## config.mk

```make
export PLATFORM = sky130hd
export DESIGN_NAME = truth_table_probe
export DESIGN_NICKNAME = d
export VERILOG_FILES = /design/src/rtl/truth_table_probe_pkg.sv /design/src/rtl/probe_settle_timer.sv /design/src/rtl/truth_table_probe.sv
export SDC_FILE = /design/constraint.sdc
export NUM_CORES = 1
export LEC_CHECK = 0
export ABC_AREA = 1
export ABC_CLOCK_PERIOD_IN_PS = 2100
export CAP_MARGIN = 20
export CELL_PAD_IN_SITES_DETAIL_PLACEMENT = 0
export CELL_PAD_IN_SITES_GLOBAL_PLACEMENT = 1
export CORE_MARGIN = 2
export CORE_UTILIZATION = 30
export DETAILED_ROUTE_END_ITERATION = 8
export PLACE_DENSITY = 0.73
export RECOVER_POWER = 50
export SKIP_CTS_REPAIR_TIMING = 1
export SLEW_MARGIN = 5
export SYNTH_ARGS = -nofsm -noshare
export SYNTH_HDL_FRONTEND = slang
export SYNTH_SLANG_ARGS = --single-unit
```

## constraint.sdc

```tcl
create_clock -name i_clk -period 2.1 [get_ports i_clk]
set_input_delay 0.63 -clock i_clk [delete_from_list [all_inputs] [get_ports i_clk]]
set_output_delay 0.63 -clock i_clk [all_outputs]
set_load 0.1 [all_outputs]
```

## src/rtl/truth_table_probe_pkg.sv

```systemverilog
// truth_table_probe_pkg
// Shared types and limits for the truth-table probe.
//   state_e    : sweep controller states
//   N_IN_MAX   : largest supported number of probed inputs
//   SETTLE_MAX : largest supported settle time in cycles
//   CNT_W      : width of the settle counter
package truth_table_probe_pkg;

  localparam int unsigned N_IN_MAX   = 3;
  localparam int unsigned SETTLE_MAX = 15;
  localparam int unsigned CNT_W      = 4;

  typedef enum logic [1:0] {
    StIdle,
    StApply,
    StDone
  } state_e;

endpackage

```

## src/rtl/probe_settle_timer.sv

```systemverilog
// probe_settle_timer
// Load/decrement counter that paces each minterm window. Counts down to zero
// and holds there until reloaded.
//   i_clk   : clock
//   i_reset : synchronous active-high reset, clears the count
//   i_load  : load i_value (takes priority over decrement)
//   i_value : reload value
//   o_zero  : count is zero, the current window closes on this edge
module probe_settle_timer
  import truth_table_probe_pkg::*;
(
  input  logic             i_clk,
  input  logic             i_reset,
  input  logic             i_load,
  input  logic [CNT_W-1:0] i_value,
  output logic             o_zero
);

  logic [CNT_W-1:0] r_cnt;

  always_ff @(posedge i_clk) begin
    if (i_reset) begin
      r_cnt <= '0;
    end else if (i_load) begin
      r_cnt <= i_value;
    end else if (r_cnt != '0) begin
      r_cnt <= r_cnt - CNT_W'(1);
    end
  end

  assign o_zero = (r_cnt == '0);

endmodule

```

## src/rtl/truth_table_probe.sv

```systemverilog
// truth_table_probe
// Drives every input minterm of a small combinational gate in ascending order,
// samples its output after SETTLE extra cycles per minterm and reports the
// observed truth table together with a comparison against an expected table.
//   i_clk       : clock
//   i_reset     : synchronous active-high reset, aborts any sweep
//   i_start     : request a sweep (accepted only when idle)
//   i_expected  : expected table, bit m = output for minterm m, captured at start
//   o_x         : gate input vector (MSB = MSB of minterm index)
//   i_s         : gate output
//   o_busy      : sweep in progress
//   o_done      : one-cycle pulse, results valid from here on
//   o_table     : observed table, held until the next accepted start
//   o_match     : observed table equals captured expected table
//   o_mismatch  : observed table XOR captured expected table
module truth_table_probe
  import truth_table_probe_pkg::*;
#(
  parameter  int unsigned N_IN   = 2,
  parameter  int unsigned SETTLE = 1,
  localparam int unsigned W      = 1 << N_IN
) (
  input  logic            i_clk,
  input  logic            i_reset,
  input  logic            i_start,
  input  logic [W-1:0]    i_expected,
  output logic [N_IN-1:0] o_x,
  input  logic            i_s,
  output logic            o_busy,
  output logic            o_done,
  output logic [W-1:0]    o_table,
  output logic            o_match,
  output logic [W-1:0]    o_mismatch
);

  // Index is one bit wider than needed so the last minterm is found by compare.
  localparam int unsigned MW = N_IN + 1;
  localparam logic [CNT_W-1:0] SETTLE_CNT = CNT_W'(SETTLE);

  if (N_IN < 1 || N_IN > N_IN_MAX) begin : g_bad_n_in
    $error("truth_table_probe: N_IN out of range 1..3");
  end
  if (SETTLE > SETTLE_MAX) begin : g_bad_settle
    $error("truth_table_probe: SETTLE out of range 0..15");
  end

  state_e        r_state, w_state_next;
  logic [MW-1:0] r_m;
  logic [W-1:0]  r_exp, r_table, r_mismatch, w_table_next;
  logic          r_match;
  logic          w_accept, w_sample, w_load, w_zero, w_last;

  probe_settle_timer u_timer (
    .i_clk   (i_clk),
    .i_reset (i_reset),
    .i_load  (w_load),
    .i_value (SETTLE_CNT),
    .o_zero  (w_zero)
  );

  assign w_last = (r_m == MW'(W - 1));

  always_comb begin
    w_state_next = r_state;
    w_accept     = 1'b0;
    w_sample     = 1'b0;
    w_load       = 1'b0;
    unique case (r_state)
      StIdle: begin
        if (i_start) begin
          w_accept     = 1'b1;
          w_load       = 1'b1;
          w_state_next = StApply;
        end
      end
      StApply: begin
        // Window closes when the settle count has run out.
        if (w_zero) begin
          w_sample = 1'b1;
          if (w_last) begin
            w_state_next = StDone;
          end else begin
            w_load = 1'b1;
          end
        end
      end
      StDone:  w_state_next = StIdle;
      default: w_state_next = StIdle;
    endcase
  end

  always_comb begin
    w_table_next                  = r_table;
    w_table_next[r_m[N_IN-1:0]]   = i_s;
  end

  always_ff @(posedge i_clk) begin
    if (i_reset) begin
      r_state    <= StIdle;
      r_m        <= '0;
      r_exp      <= '0;
      r_table    <= '0;
      r_match    <= 1'b0;
      r_mismatch <= '0;
    end else begin
      r_state <= w_state_next;
      if (w_accept) begin
        r_exp      <= i_expected;
        r_table    <= '0;
        r_m        <= '0;
        r_match    <= 1'b0;
        r_mismatch <= '0;
      end
      if (w_sample) begin
        r_table <= w_table_next;
        if (w_last) begin
          // Compare includes the final sample so results are valid in StDone.
          r_match    <= (w_table_next == r_exp);
          r_mismatch <= w_table_next ^ r_exp;
        end else begin
          r_m <= r_m + MW'(1);
        end
      end
    end
  end

  assign o_x        = (r_state == StIdle) ? '0 : r_m[N_IN-1:0];
  assign o_busy     = (r_state == StApply);
  assign o_done     = (r_state == StDone);
  assign o_table    = r_table;
  assign o_match    = r_match;
  assign o_mismatch = r_mismatch;

endmodule
```

==> metrics.md <==
| Metric | Value |
|---|---|
| Setup TNS | 0 ns |
| Static Leakage | 0.662 nW |
| Worst setup SP type | flip-flop |
| YS warnings | 0 |
| Total GRT Usage | between 10% and 20% |
| Minimum clock period after layout | between 1.5 and 2 ns |
| Relative slew slack | 63.7% |
| Crit-path cells | nor2_1, nor2_2, buf_12 |
| First-pass GRT wire length | 4.94 mm |
| Overall power | ~1.1 mW |
| Delay-heaviest family, CP | simple AND/OR/NAND/NOR gates |
| Worst Tran Pin Value | 0.546 ns |
| Slew Limit Fails | 0 |
| Clk slew on worst S/H paths | around 0.090 ns |
| Hold Crit Class | flip-flop to flip-flop |
| Layout cells sized above 1 | ~17% |
| Synth Cell Area | around 1200 um^2 |
| Flops & latches, synth | 22 |
| Worst hold start | r_exp[1] |
| Sequential share of the synthesized area | a little under two fifths |
| Mean Syn Cell Area | ~7 um^2 |
| CP Class | flip-flop to output port |
| Slowest CP cell | dfxtp_1 |
| Reg2Reg Setup Slack | ~0.45 ns |
| I/O Pins | 21 |
| Initial Utilization | about a third |
| Drt pass-1 iters | 6 |
| CTS Sinks | 22 |
| Final Non-Filler Cells | between 200 and 250 |
| RR Startpoint | u_timer.r_cnt[0] |
| Post-route cell area | 1510 um^2 |
| RSZ-0062 raised after global routing | no |
| Net switching power | 0.368 mW |
| Diode count | 0 |
| Root Buffer | clkbuf_8 |
| Final setup fails | 0 |
| Post-synthesis cell count | 166 |
| Hold Path End | r_exp[1] |
| Crit. End Element | output port |
| Final WS setup | between 0.3 and 0.4 ns |
| Inst Count DP | about 230 |
| WP data arrival | approximately 1.2 ns |
| Sw Share | 34.1% |
| Global route overflow | 0 |
| CP Buf/Inv Count | 1 |
| DR vias | ~1100 |
| Maximum vdd ir drop | 0.000270 V |
| CTS Buffer Depth | 2 |
| Cell Rows | 22 |
| # nets final | 205 |
| # H-tree levels | 1 |
| P&R area growth vs syn | 29.2% |
| DRT antenna net count | 0 |
| FMAX | ~560 MHz |
| Antenna violations before repair | 0 |
| Critical Path RT | approximately 1.5 ns |
| Worst reg2reg path depth | 9 |
| Main flop type after synthesis | dfxtp_1 |
| Routed WL | about 2.9 mm |
| Drt wl/cell | approximately 12 um |
| Vias in the first global route | ~1100 |
| Initial detailed-routing violation count | 97 |
| Status | finished clean |
| Place WS | roughly 0.20 ns |
| Core footprint | 3690 um^2 |
| Clk pwr share | ~30% |
| Flop pwr share | about 43% |
| CP max FO | 3 |
| # DRC | 0 |
| Worst path max stage delay | 0.33 ns |
| CTS Buf Count | 3 |
| Combinational share of power | ~27% |
| Unique cell type count in the Yosys netlist | 22 |
| Worst R2R End | o_table[1] |
| Fraction of registers with async set/reset | 0% |
| Max Cap Viol | 0 |
| Hold path depth | 2 |
| P per Cell Area | around 700 nW/um^2 |
| Clock latency on the worst-skew pair | 0.28 ns |
| Die H | between 60 and 70 um |
| DP HPWL | ~2.2 mm |
| CTS tree | yes |
| Skew final | around 0.0076 ns |
| Die width | roughly 66 um |
| EDFF count, synth | 0 |
| DP Area | approximately 1600 um^2 |
| Die area | about 4400 um^2 |
| Period utilization | between 80% and 90% |
| Internal power | between 0.7 and 0.8 mW |
| GPL Wtd Cong | 0.816 |
| Fin. Hold Viols | 0 |
| Syn nets | 180 |
| Vias per std cell | 4.56 |
| PortBufs | 20 |
| Pin count of the biggest net entering global routing | 13 |
## synthesized netlist by cell type (2+ instances only)
cell type | count | area (um^2)
o21ai_1 | 2 | 10.0
nand2_2 | 3 | 18.8
nand2_1 | 35 | 131
nor2_4 | 3 | 33.8
inv_1 | 22 | 82.6
o21ai_0 | 6 | 30.0
a21oi_1 | 20 | 100
nor2_1 | 18 | 67.6
nand3_1 | 14 | 70.1
nor3_1 | 3 | 15.0
dfxtp_1 | 22 | 440
ha_1 | 6 | 75.1
inv_2 | 3 | 11.3
## worst min-delay path: stages (launching register included)
cell and delay [ns]:
dfxtp_1 0.32, inv_1 0.07, a21oi_1 0.06
## cell families (layout without fill, tap and decap cells)
logic type | count (synthesis) | after routing | synth area share, %
and+or+nand+nor | 82 | 82 | 33.8
adders and majority gates | 6 | 6 | 6.43
DFF | 22 | 22 | 37.7
AOI/OAI and AO/OA | 28 | 28 | 12.0
buffers and inverters | 28 | 52 | 10.1
## power by group through the flow
stage	clock (mW)	combinational (mW)	sequential, mW
final	0.323	0.292	0.464
after global routing	0.346	0.327	0.468
after CTS	0.332	0.312	0.465
after detailed placement	0	0.310	0.475
after global placement	0	0.300	0.473
after floorplan	0	0.216	0.483
## through the flow
| stage | hold WS (ns) | util [%] |
|---|---|---|
| 2_1_floorplan | 0.445 | - |
| 3_3_place_gp | 0.463 | 42.4 |
| 3_5_place_dp | 0.470 | 42.4 |
| 4_1_cts | 0.482 | 43.9 |
| 5_1_grt | 0.519 | 40.9 |
| 6_report | 0.479 | 40.9 |
## how the worst max path moves through the flow
stage / startpoint / endpoint / slack [ns] / depth (start not counted)
after floorplan: r_m[0] / o_x[0] / 0.22 / 2
after global placement: i_s / o_match / 0.25 / 9
after detailed placement: i_s / o_match / 0.20 / 9
after CTS: r_state[0] / o_x[1] / 0.28 / 3
after global routing: i_start / o_table[3] / 0.17 / 6
final: r_state[0] / o_x[1] / 0.30 / 3
## routing by layer
metal	up-vias	wire, um	part of all wire (%)	track usage (%)
met3	4	86	3.0	2.90
met5	-	0	0	0
met1	494	1430	50	19.2
met2	17	1300	46	24.5
met4	0	46	1.6	5.36
li1	570	-	-	-
## placed cells by master (no fill, tap or decap)
| master | count |
|---|---|
| nand2_1 | 35 |
| inv_1 | 24 |
| dfxtp_1 | 22 |
| a21oi_1 | 20 |
| nor2_1 | 17 |
| nand3_1 | 14 |
| o21ai_0 | 7 |
| buf_12 | 7 |
| ha_1 | 6 |
| clkbuf_2 | 6 |
| clkdlybuf4s50_1 | 5 |
| nor2_2 | 4 |
| nor3_1 | 4 |
| clkbuf_8 | 4 |
| nand2_2 | 3 |
| dlygate4sd3_1 | 2 |
| buf_4 | 2 |
| inv_2 | 1 |
| inv_4 | 1 |
| nand2_4 | 1 |
| nor3_4 | 1 |
| nand3b_1 | 1 |
| nor2_4 | 1 |
| o21ai_1 | 1 |
| or2_2 | 1 |
## sequential cells by signal, indices dropped and copies added, names as in the netlist
signal and cells:
o_table 4, u_timer.r_cnt 4, o_match 1, o_mismatch 4, r_m 3, r_exp 4, r_state 2
## cell type report
cell class	count	area, um^2
Clock buffer	4	55.1
Sequential cell	22	440
Timing Repair Buffer	22	255
Tap cell	48	60.1
Fill cell	395	2180
Inverter	26	100
Multi-Input combinational cell	116	597
No activity file was read; power rests on OpenSTA's default activity.
==> patch: new RTL, config.mk and constraints unchanged <==
Encoding of `state_e`: now one-hot (3 bits for 3 states).
--- a/src/rtl/truth_table_probe_pkg.sv
+++ b/src/rtl/truth_table_probe_pkg.sv
@@ -11,8 +11,8 @@
   localparam int unsigned CNT_W      = 4;
 
-  typedef enum logic [1:0] {
-    StIdle,
-    StApply,
-    StDone
+  typedef enum logic [2:0] {
+    StIdle  = 3'b001,
+    StApply = 3'b010,
+    StDone  = 3'b100
   } state_e;
 
Function: same outputs for any inputs over 10 cycles, from zero or initial values and one cycle with i_reset high; not proved beyond that.
==> patch against the original RTL <==
Sequential cell count increased by 1; non-clock buffer count unchanged; total power increased by 2.4%; sequential power up 8.8%; final cell count up 3.8%; core utilization fell by 1.6 points; register-to-register slack improved by 0.09 ns; wire length decreased by 5.4%; global-route usage down 2.0 points; cell area increased by 4.2%; area after synthesis up 6.5%; first-iteration DRC count shrank 35%; worst setup slack worse by 0.15 ns.
==> patch: results (changes against the original RTL) <==
stage,metric,value,unit,change
layout,fillers,428,,+8.4%
routing,totalWireLength,2710,um,-5.4%
placement,dp_hpwl,2120,um,-3.2%
yosys,synth_cell_types,26,,+18%
grt,grt_pass1_vias,1041,,-4.2%
worst_setup_path,timing.reg2reg.setup_slack,0.54,ns,+0.09 ns
layout,final_nets,212,,+3.4%
yosys,ys_seq_area_frac,0.370,,-0.00706
yosys,netlist_top_cells_count,"43 x nand2_1, 23 x dfxtp_1, 23 x inv_1, 17 x a21oi_1, 17 x nand3_1",,
worst_setup_path,critPathMaxFanout,4,,+1
power,leakagePower,0.665,nW,+0.52%
placement,postPlaceCellArea,0.00165,mm^2,+5.5%
power,p_sw,0.381,mW,+3.3%
routing,vias,1118,,+3.0%
yosys,syn-num-nets,188,,+4.4%
placement,dp_cells,243,,+3.8%
placement,pre_cts_ws,0.180,ns,-0.0188 ns
worst_setup_path,startpoint,r_state[2],,
layout,drive_gt1_frac,0.183,,+0.0143
worst_setup_path,cpPeakStageDelay,0.39,ns,+0.06 ns
grt,grt_max_degree,14,,+1
placement,gp_congestion,0.781,,-4.3%
grt,grt_pass1_wl,4530,um,-8.4%
status,outcome,"finished, final reports clean",,
yosys,ys_top_cells_by_area,"dfxtp_1 37%, nand2_1 13%, inv_1 6.9%, a21oi_1 6.8%, nand3_1 6.8%",,
## patch: cell types whose count changed after synthesis, moves of 2 or more
| cell | delta |
|---|---|
| nand2_1 | +8 |
| nor3_1 | -2 |
| nor2_1 | -6 |
| a21oi_1 | -3 |
| nand3_1 | +3 |
## patch: worst min-delay path by stage
| stage | from | slack, ns | end | cells after the start |
|---|---|---|---|---|
| detailed placement | r_exp[2] | 0.47 | r_exp[2] | 2 |
| global placement | r_exp[2] | 0.47 | r_exp[2] | 2 |
| CTS | r_exp[2] | 0.48 | r_exp[2] | 2 |
| finish | o_mismatch[0] | 0.47 | o_mismatch[0] | 2 |
| floorplan | r_exp[0] | 0.45 | r_exp[0] | 2 |
| global route | o_mismatch[1] | 0.48 | o_mismatch[1] | 2 |
## patch: cell type report
class	instances	area, um^2	area share
multi-input cells	121	661	0.420
flip-flops and latches	23	460	0.293
clock inverters	1	5.00	0.00318
clock buffers	3	41.3	0.0263
repair buffers	22	240	0.153
well taps	50	62.6	0.0398
inverters	27	101	0.0645
## patch: logic make-up (layout without fill, tap and decap cells)
family | Yosys count | count (layout) | share of synthesized area
AND/OR/NAND/NOR | 88 | 88 | 0.360
buffers and inverters | 30 | 53 | 0.0925
AO/OA/AOI/OAI | 27 | 27 | 0.117
flip-flops | 23 | 23 | 0.370
adder cells (fa/ha/maj) | 6 | 6 | 0.0604
## patch: critical path, delay by kind of cell, from the launching register on
family / cells / cell delay (ns)
buf+inv: 3 / 0.40
flops: 1 / 0.39
simple gates: 2 / 0.26
## patch: metal layers
metal	vias up	routed length (um)	track usage
met4	0	21	0.0250
met5	-	0	0
met2	24	1270	0.220
met3	5	174	0.0444
li1	592	-	-
met1	497	1240	0.157
